## src/rtl/vga_fb_arbiter.sv

```systemverilog
// Framebuffer SRAM arbiter: display fetch has absolute priority, and the two
// pixel writers share the remaining slots round-robin. It also raises a sticky starvation flag.
module vga_fb_arbiter #(
    parameter int AW         = 15,
    parameter int DW         = 16,
    parameter int READ_LAT   = 2,
    parameter int STARVE_LIM = 1024
) (
    input  logic          clk,
    input  logic          rst,
    input  logic          disp_req,
    input  logic [AW-1:0] disp_addr,
    output logic          disp_ack,
    output logic          disp_rvalid,
    output logic [DW-1:0] disp_rdata,
    input  logic          wr0_req,
    input  logic [AW-1:0] wr0_addr,
    input  logic [DW-1:0] wr0_data,
    output logic          wr0_ack,
    input  logic          wr1_req,
    input  logic [AW-1:0] wr1_addr,
    input  logic [DW-1:0] wr1_data,
    output logic          wr1_ack,
    output logic          mem_en,
    output logic          mem_we,
    output logic [AW-1:0] mem_addr,
    output logic [DW-1:0] mem_wdata,
    input  logic [DW-1:0] mem_rdata,
    output logic          wr_starved
);

    localparam int            CW    = $clog2(STARVE_LIM + 1);
    localparam logic [CW-1:0] LIM_C = CW'(STARVE_LIM);

    logic              w_disp_ack;
    logic              w_wr0_ack;
    logic              w_wr1_ack;
    logic [CW-1:0]     w_wait0_nxt;
    logic [CW-1:0]     w_wait1_nxt;
    logic              r_rr_ptr;
    logic [READ_LAT:0] r_rd_pipe;
    logic [CW-1:0]     r_wait0;
    logic [CW-1:0]     r_wait1;

    function automatic logic [CW-1:0] wait_next(input logic req, input logic ack,
                                                input logic [CW-1:0] cnt);
        logic [CW-1:0] nxt;
        if (!req || ack) begin
            nxt = {CW{1'b0}};
        end else if (cnt == LIM_C) begin
            nxt = cnt;
        end else begin
            nxt = cnt + CW'(1);
        end
        return nxt;
    endfunction

    // Grant decision: display first, then the lone writer, else rr_ptr picks.
    always_comb begin
        w_disp_ack = 1'b0;
        w_wr0_ack  = 1'b0;
        w_wr1_ack  = 1'b0;
        if (rst) begin
            w_disp_ack = 1'b0;
        end else if (disp_req) begin
            w_disp_ack = 1'b1;
        end else if (wr0_req && wr1_req) begin
            if (r_rr_ptr) begin
                w_wr1_ack = 1'b1;
            end else begin
                w_wr0_ack = 1'b1;
            end
        end else if (wr0_req) begin
            w_wr0_ack = 1'b1;
        end else if (wr1_req) begin
            w_wr1_ack = 1'b1;
        end else begin
            w_disp_ack = 1'b0;
        end
    end

    assign disp_ack    = w_disp_ack;
    assign wr0_ack     = w_wr0_ack;
    assign wr1_ack     = w_wr1_ack;
    assign w_wait0_nxt = wait_next(wr0_req, w_wr0_ack, r_wait0);
    assign w_wait1_nxt = wait_next(wr1_req, w_wr1_ack, r_wait1);

    // Issue the granted access to the SRAM one cycle after the grant.
    always_ff @(posedge clk) begin
        if (rst) begin
            mem_en    <= 1'b0;
            mem_we    <= 1'b0;
            mem_addr  <= {AW{1'b0}};
            mem_wdata <= {DW{1'b0}};
            r_rr_ptr  <= 1'b0;
        end else begin
            mem_en <= w_disp_ack | w_wr0_ack | w_wr1_ack;
            if (w_disp_ack) begin
                mem_we   <= 1'b0;
                mem_addr <= disp_addr;
            end else if (w_wr0_ack) begin
                mem_we    <= 1'b1;
                mem_addr  <= wr0_addr;
                mem_wdata <= wr0_data;
                r_rr_ptr  <= 1'b1;
            end else if (w_wr1_ack) begin
                mem_we    <= 1'b1;
                mem_addr  <= wr1_addr;
                mem_wdata <= wr1_data;
                r_rr_ptr  <= 1'b0;
            end else begin
                mem_we <= 1'b0;
            end
        end
    end

    // Track display reads so data is returned READ_LAT+2 cycles after the grant.
    always_ff @(posedge clk) begin
        if (rst) begin
            r_rd_pipe   <= {(READ_LAT + 1){1'b0}};
            disp_rvalid <= 1'b0;
            disp_rdata  <= {DW{1'b0}};
        end else begin
            r_rd_pipe   <= {r_rd_pipe[READ_LAT-1:0], w_disp_ack};
            disp_rvalid <= r_rd_pipe[READ_LAT];
            if (r_rd_pipe[READ_LAT]) begin
                disp_rdata <= mem_rdata;
            end else begin
                disp_rdata <= disp_rdata;
            end
        end
    end

    // Per-writer wait counters; the flag stays set until reset once any counter saturates.
    always_ff @(posedge clk) begin
        if (rst) begin
            r_wait0    <= {CW{1'b0}};
            r_wait1    <= {CW{1'b0}};
            wr_starved <= 1'b0;
        end else begin
            r_wait0 <= w_wait0_nxt;
            r_wait1 <= w_wait1_nxt;
            if ((w_wait0_nxt == LIM_C) || (w_wait1_nxt == LIM_C)) begin
                wr_starved <= 1'b1;
            end else begin
                wr_starved <= wr_starved;
            end
        end
    end

endmodule

```

## config.mk

```make
export PLATFORM = sky130hd
export DESIGN_NAME = vga_fb_arbiter
export DESIGN_NICKNAME = d
export VERILOG_FILES = /design/src/rtl/vga_fb_arbiter.sv
export SDC_FILE = /design/constraint.sdc
export NUM_CORES = 1
export LEC_CHECK = 0
export ABC_AREA = 1
export CORE_ASPECT_RATIO = 1.1
export CORE_MARGIN = 8
export CORE_UTILIZATION = 40
export CTS_CLUSTER_SIZE = 10
export DETAILED_ROUTE_END_ITERATION = 16
export PLACE_DENSITY = 0.76
export SYNTH_ARGS = -nofsm -noshare
export SYNTH_HDL_FRONTEND = slang
export SYNTH_SLANG_ARGS = --single-unit
export TNS_END_PERCENT = 5
```

## constraint.sdc

```tcl
create_clock -name clk -period 2.8 [get_ports clk]
set_input_delay 0.84 -clock clk [delete_from_list [all_inputs] [get_ports clk]]
set_output_delay 0.84 -clock clk [all_outputs]
set_load 0.005 [all_outputs]
```

# Yosys cells after proc, flatten, opt, wreduce, memory -nomap -nowiden
# Index checks and enable logic that the tools add are counted.
[word_totals]
wordCells = 56
out_inout_bits = 54
inputBits = 98
regBits = 77
[op_classes]
eq_ne = 4
n_mux = 26
n_bitwise = 3
addsub = 2
reduce_logical = 10
[ops]
columns = ["cell", "n"]
rows = [
  ["two-way mux 15 bit", 3],
  ["== test 11 bit, second input constant", 4],
  ["two-way mux 11 bit", 4],
  ["two-way mux 16 bit", 2],
  ["adder 11 x 1 -> 11 bit, second input constant", 2],
  ["two-way mux 1 bit", 17],
  ["logical OR 1 bit", 3],
  ["nonzero test 3 bit", 1],
  ["logical NOT 1 bit", 2],
  ["bitwise OR 1 bit", 2],
  ["AND reduction 2 bit", 1],
  ["nonzero test 2 bit", 1],
  ["OR reduction 2 bit", 1],
  ["logical AND 1 bit", 1],
  ["NOT 1 bit", 1],
]

# Longest topological paths before layout
# Gate-level depths: netlist of the first run.
[logic_depth]
word_depth = 9
depth_mapped = 13
mapped_depth_nobuf = 13

# Worst setup path after synthesis of the first run
# No wires, ideal clock.
[synth_path]
path_type = "input to output"
from = "input port wr0_req"
to = "output port wr0_ack"
setup_slack_ns = 0.449
path_stages = 6
t_arrival_ns = 1.511
path_buffers = 2
required_time_ns = 1.960
cell_sequence = "inv_1 a21oi_2 nand2_4 inv_4 buf_4 buf_2"
[synth_via]
elab_chain_cells = 4
word_cells_on_any_way = 5
classes_between = "4 x mux; 1 x reduce/logical"
[synth_rtl]
columns = ["element", "line_no", "rtl"]
rows = [
  ["start, declared", "16", "input logic wr0_req,"],
  ["two-way mux 1 bit / logical AND 1 bit (equally long branches)", "73, 67", ""],
  ["two-way mux 1 bit *", "67", "end else if (wr0_req && wr1_req) begin"],
  ["two-way mux 1 bit *", "65", "end else if (disp_req) begin"],
  ["two-way mux 1 bit *", "63", "if (rst) begin"],
  ["end, declared", "19", "output logic wr0_ack,"],
]
# Mark *: on every way between the ends. The rest lies on a longest branch, timed or not.

# Worst setup path after layout of the first run
# Ends and elaborated chain as after synthesis.

==> results of run 1 <==
-- per-stage QoR --
step | cell area [um^2] | power [mW] | util
finish | 5500 | 2.45 | 0.619
global route | 5500 | 2.58 | 0.619
CTS | 5490 | 2.48 | 0.619
detailed placement | 5310 | 1.68 | 0.598
global placement | 5310 | 1.67 | 0.598
floorplan | 3650 | 1.38 | -
-- where the power goes --
part	switching (mW)	internal (mW)	total [mW]
logic	0.188	0.282	0.470
clock network	0.392	0.406	0.798
registers	0.0289	1.15	1.18
-- cell usage in the layout (no fill, tap or decap), drive strengths merged --
master,Yosys,routed
nand3b,3,3
nand2,140,140
clkinv,1,2
o311ai,2,2
o21ai,46,46
o31ai,4,4
a31oi,16,16
clkinvlp,0,2
a21oi,13,13
mux2i,1,1
nor3,3,3
ha,4,4
xor2,7,7
clkdlybuf4s50,0,147
nand4,4,4
a32oi,3,3
o32ai,1,1
inv,44,44
dfxtp,77,77
dlygate4sd2,0,3
nand3,36,36
clkdlybuf4s15,0,1
clkbuf,10,11
bufinv,0,1
buf,14,16
o21bai,1,1
nor2,91,91
a22oi,2,2
a21boi,1,1
-- worst paths after layout --
path	end	slack, ns	cells after the start
worst min-delay path	r_rd_pipe[1]$_SDFF_PP0_	0.41	2
worst min register to register	r_rd_pipe[1]$_SDFF_PP0_	0.41	2
worst max register to register	wr_starved$_SDFFE_PP0P_	1.05	12
worst max-delay path	wr0_ack	0.05	6
-- synthesized netlist by cell type (2+ instances only) --
library cell	n	area (um^2)
inv_2	3	11.3
buf_6	3	33.8
nor3_1	2	10.0
o31ai_1	4	30.0
a31oi_1	16	100
a22oi_1	2	15.0
ha_1	4	50.1
a32oi_1	3	26.3
nand3b_1	3	22.5
xor2_1	7	61.3
nand2_4	3	33.8
buf_2	7	35.0
a21oi_1	12	60.1
nor2_2	4	25.0
nand2_1	136	510
dfxtp_1	77	1540
inv_1	39	146
o21ai_0	39	195
buf_4	3	22.5
inv_4	2	12.5
nand4_1	4	25.0
clkbuf_1	10	37.5
nand3_1	35	175
o21ai_1	7	35.0
nor2_1	86	323
-- critical path, cell delays in order --
cell and delay [ns]:
clkdlybuf4s50_1 0.48, inv_1 0.06, a21oi_2 0.15, nand2_4 0.07
inv_4 0.05, clkdlybuf4s15_1 0.25
-- area by class of cell --
type,count,area (um^2)
Clock inverter,4,50.0
Inverter,45,174
Clock buffer,11,131
Sequential cell,77,1540
Multi-Input combinational cell,378,1800
Timing Repair Buffer,167,1650
Tap cell,114,143
Fill cell,738,3380
-- sequential cells by signal, summed over array words and instances (netlist names) --
register     flops
wr_starved       1
mem_wdata       16
mem_we           1
mem_en           1
r_rd_pipe        3
r_wait0         11
disp_rvalid      1
r_wait1         11
r_rr_ptr         1
disp_rdata      16
mem_addr        15
-- layer usage --
layer,track usage,part of all wire
met5,0,0
met4,0.0873,0.027
met3,0.0624,0.070
met2,0.308,0.51
met1,0.183,0.39
-- logic make-up (layout without fill, tap and decap cells) --
family,count (synthesis),count (layout),share of synthesized area
AO/OA/AOI/OAI,89,89,0.142
XOR/XNOR,7,7,0.0168
adder cells (fa/ha/maj),4,4,0.0137
buffers and inverters,69,227,0.0840
flip-flops,77,77,0.422
multiplexers,1,1,0.00274
AND/OR/NAND/NOR,277,277,0.318
-- repair_timing --
action                     in CTS  in global routing
setup endpoints to repair       3                  1
resized for setup               4                  1
pin swaps                       1                  0
setup buffers                   1                  0
==> run_results.csv, run 1 <==
group,metric,value,unit
worst_setup_path,start_kind,"primary input",
logic_synthesis,synth.ff_latch_count,77,
run,maxCapViolations,0,
die,die_h,116,um
clock_network,cts.clk_slew.worst_paths,0.08,ns
route,avgRoutedWirePerCell,13.9,um
power_and_ir_drop,power.leakage,2.40,nW
global_route,grt_pass1_wl,17.6,mm
logic_synthesis,syn-cell-area,3650,um^2
logic_synthesis,syn_inst,524,
route,wl,11.1,mm
logic_synthesis,syn_area_per_cell,6.97,um^2
clock_network,worstSkewPairLatency,0.36,ns
die,die_width,107,um
sta,timing.final.ws_setup,0.0526,ns
sta,slew-limit-headroom,0.664,
sta,slew_violations,0,
sta,skew,0.00975,ns
global_route,grt_pass1_vias,3901,
logic_synthesis,synth-main-ff-cell,"dfxtp_1",
worst_hold_path,worstHoldStart,"r_rd_pipe[0]$_SDFF_PP0_",
layout,area_growth,50.5,%
power_and_ir_drop,peakVddDrop,222,uV
sta,fin_setup_tns,0,ns
power_and_ir_drop,p_per_area,445,nW/um^2
logic_synthesis,syn_nets,626,
layout,layout-drive-gt1-share,0.0689,
global_route,grt_overflow,0,
clock_network,ctsHoldBuffers,0,
worst_setup_path,crit_type,"primary input to output pin",
route,ant_nets,0,
sta,post-route-period-util,0.981,
layout,instances_no_fill,796,
sta,rsz0062_at_grt,"false",
die,start_util,0.411,
logic_synthesis,ys_warn_count,0,
worst_setup_path,end_kind,"output pin",
sta,clock.fmax,0.364,GHz
clock_network,cts_tree,"built",
logic_synthesis,yosysUniqueCellTypes,38,
route,drt_iter0_drc,184,
worst_setup_path,cp.required,1.96,ns
clock_network,cts-buffers-inserted,9,
route,viasPerCell,4.96,
sta,fin_crit,2.75,ns
die,rows,36,
logic_synthesis,synth_edf_count,0,
sta,finalSetupViolations,0,
global_route,grt_use_total,0.176,
layout,n_antenna_cell,0,
global_route,antenna_found_initial,0,
place,port_buffers,151,
clock_network,cts_sinks,77,
worst_setup_path,startpoint,"wr0_req",
global_route,grt_max_degree,46,
place,place_hpwl,8.47,mm
clock_network,cts-root-buf,"clkbuf_8",
route,drtPass1Iterations,4,
die,design.core.area,8870,um^2
place,dp.cells,780,
clock_network,clk_path_buf_depth,2,
worst_setup_path,cp_max_fo,2,
run_status,status,"finished, final reports clean",
worst_setup_path,r2r_start,"r_rr_ptr$_SDFFE_PP0P_",
worst_setup_path,arrival,1.91,ns
layout,fin_nets,780,
die,dieArea,12400,um^2
logic_synthesis,synth.yosys.seq_area_share,0.422,
place,gp_congestion,0.817,
clock_network,htree_levels,3,
sta,finalHoldViolations,0,
sta,worst_pin_slew,0.504,ns
worst_hold_path,hp-class,"register to register",
place,dp_slack,-0.277,ns
logic_synthesis,async_flop_share,0,
route,route.detailed.drc,0,
die,io-pin-count,152,
sta,hold-worst-slack,0.410,ns
route,via_count,3945,
Power figures use the tool's default switching activity.
==> run 2: changes to the inputs <==
- CORE_MARGIN: 8 -> default
==> run_results.csv, run 2 (synthesis gave the netlist of run 1 again) <==
group,metric,value,unit
sta,worst_pin_slew,0.509,ns
die,die_h,102,um
clock_network,cts_tree,"built",
sta,clock.fmax,0.363,GHz
place,place_hpwl,7.81,mm
global_route,grt_pass1_vias,3850,
die,die_width,93.1,um
sta,finalSetupViolations,0,
route,avgRoutedWirePerCell,13.1,um
sta,timing.final.ws_setup,0.0439,ns
layout,area_growth,52.8,%
layout,post-route-util,0.629,
sta,rsz0062_at_grt,"false",
die,rows,36,
worst_setup_path,r2r_cells,13,
route,via_count,4024,
layout,finalInstanceArea,5580,um^2
power_and_ir_drop,power.leakage,2.46,nW
power_and_ir_drop,p_seq_frac,0.490,
sta,hold-worst-slack,0.404,ns
place,dp_slack,-0.283,ns
clock_network,ctsHoldBuffers,0,
power_and_ir_drop,power.switching,0.650,mW
clock_network,cts-root-buf,"clkbuf_8",
sta,slew_violations,0,
clock_network,cts-buffers-inserted,9,
global_route,grt_pass1_wl,17.3,mm
power_and_ir_drop,p_sw_frac,0.270,
worst_setup_path,startpoint,"rst",
global_route,grt_overflow,0,
worst_hold_path,hp-class,"register to register",
die,dieArea,9510,um^2
route,drtPass1Iterations,4,
sta,fin_setup_tns,0,ns
route,viasPerCell,4.97,
global_route,grt_max_degree,46,
worst_hold_path,worstHoldStart,"r_rd_pipe[1]$_SDFF_PP0_",
clock_network,htree_levels,3,
global_route,antenna_found_initial,0,
worst_setup_path,end_kind,"output pin",
clock_network,worstSkewPairLatency,0.35,ns
clock_network,cts.clk_slew.worst_paths,0.08,ns
run_status,status,"finished, final reports clean",
sta,finalHoldViolations,0,
layout,final_common_cell,"clkdlybuf4s50_1",
power_and_ir_drop,p_clk_frac,0.311,
die,start_util,0.411,
place,gp_congestion,0.813,
clock_network,cts_sinks,77,
worst_hold_path,whs_endpoint,"r_rd_pipe[2]$_SDFF_PP0_",
route,route.detailed.drc,0,
place,dp.cells,793,
layout,largestRegisters,"disp_rdata: 16 flops, mem_wdata: 16 flops, mem_addr: 15 flops",
worst_setup_path,r2r_start,"r_rr_ptr$_SDFFE_PP0P_",
worst_setup_path,start_kind,"primary input",
power_and_ir_drop,peakVddDrop,214,uV
sta,skew,0.0114,ns
sta,slew-limit-headroom,0.660,
route,wl,10.6,mm
worst_setup_path,arrival,1.92,ns
worst_setup_path,crit_type,"primary input to output pin",
route,drt_iter0_drc,165,
power_and_ir_drop,power.internal,1.76,mW
worst_hold_path,whs_path_depth,2,
power_and_ir_drop,p_per_area,431,nW/um^2
worst_setup_path,cp.required,1.96,ns
global_route,grt_use_total,0.228,
layout,layout-drive-gt1-share,0.0920,
layout,final_cell_mix,"clkdlybuf4s50_1 (147), nand2_1 (136), nor2_1 (86), dfxtp_1 (77)",
route,ant_nets,0,
power_and_ir_drop,total_power,2.41,mW
layout,fin_nets,794,
worst_setup_path,worstReg2RegEnd,"wr_starved$_SDFFE_PP0P_",
place,port_buffers,151,
place,dpl-instance-area,5410,um^2
worst_setup_path,r2r_setup_slack,1.01,ns
layout,n_antenna_cell,0,
power_and_ir_drop,pwr-share-comb,0.198,
clock_network,clk_path_buf_depth,2,
die,design.core.area,8870,um^2
die,io-pin-count,152,
run,maxCapViolations,0,
worst_setup_path,cp_max_fo,2,
sta,post-route-period-util,0.984,
sta,fin_crit,2.76,ns
layout,instances_no_fill,810,
==> run 2: cell count changes in the layout (fill, tap and decap cells not counted) <==
cell             change
buf_4               +14
bufinv_16            -1
clkbuf_1             -2
clkbuf_2             +1
clkdlybuf4s15_1      -1
clkinv_2             +2
clkinv_4             +1
clkinvlp_4           -1
inv_6                +1
==> run 2: cell type report <==
type	count	area [um^2]
Clock buffer	9	124
Clock inverter	6	40.0
Fill cell	756	3300
Inverter	45	174
Multi-Input combinational cell	378	1800
Sequential cell	77	1540
Tap cell	114	143
Timing Repair Buffer	181	1750
==> run 2: power by group through the flow <==
stage / sequential (mW) / clock (mW) / combinational [mW]
5_1_grt: 1.19 / 0.806 / 0.524
2_1_floorplan: 1.21 / 0 / 0.170
6_report: 1.18 / 0.749 / 0.477
4_1_cts: 1.18 / 0.761 / 0.482
3_5_place_dp: 1.20 / 0 / 0.479
3_3_place_gp: 1.20 / 0 / 0.468
==> run 2: worst max-delay path by stage <==
stage | end | slack [ns] | cells past startpoint
after floorplan | wr0_ack | 0.45 | 6
after CTS | wr0_ack | 0.02 | 6
final | disp_ack | 0.04 | 6
after global placement | wr1_ack | -0.27 | 5
after detailed placement | wr1_ack | -0.28 | 5
after global routing | disp_ack | 0.004 | 6
==> run 2: per-layer routing <==
metal | routed length (um) | vias up | global-route usage | share of wire
met5 | 0 | - | 0 | 0
met2 | 5440 | 126 | 0.404 | 0.51
li1 | - | 2024 | - | -
met3 | 613 | 28 | 0.0469 | 0.058
met4 | 292 | 0 | 0.107 | 0.028
met1 | 4260 | 1846 | 0.263 | 0.40
==> run 2: repair_timing <==
item	CTS	global route
setup buffers	2	0
hold endpoints to repair	0	0
pin swaps	1	0
gates resized for setup	5	1
setup endpoints to repair	3	1
==> run 2: worst max-delay path, stage by stage <==
cell	delay (ns)
dlygate4sd2_1	0.27
buf_4	0.15
inv_4	0.05
nand2_2	0.06
inv_2	0.06
clkdlybuf4s50_1	0.49
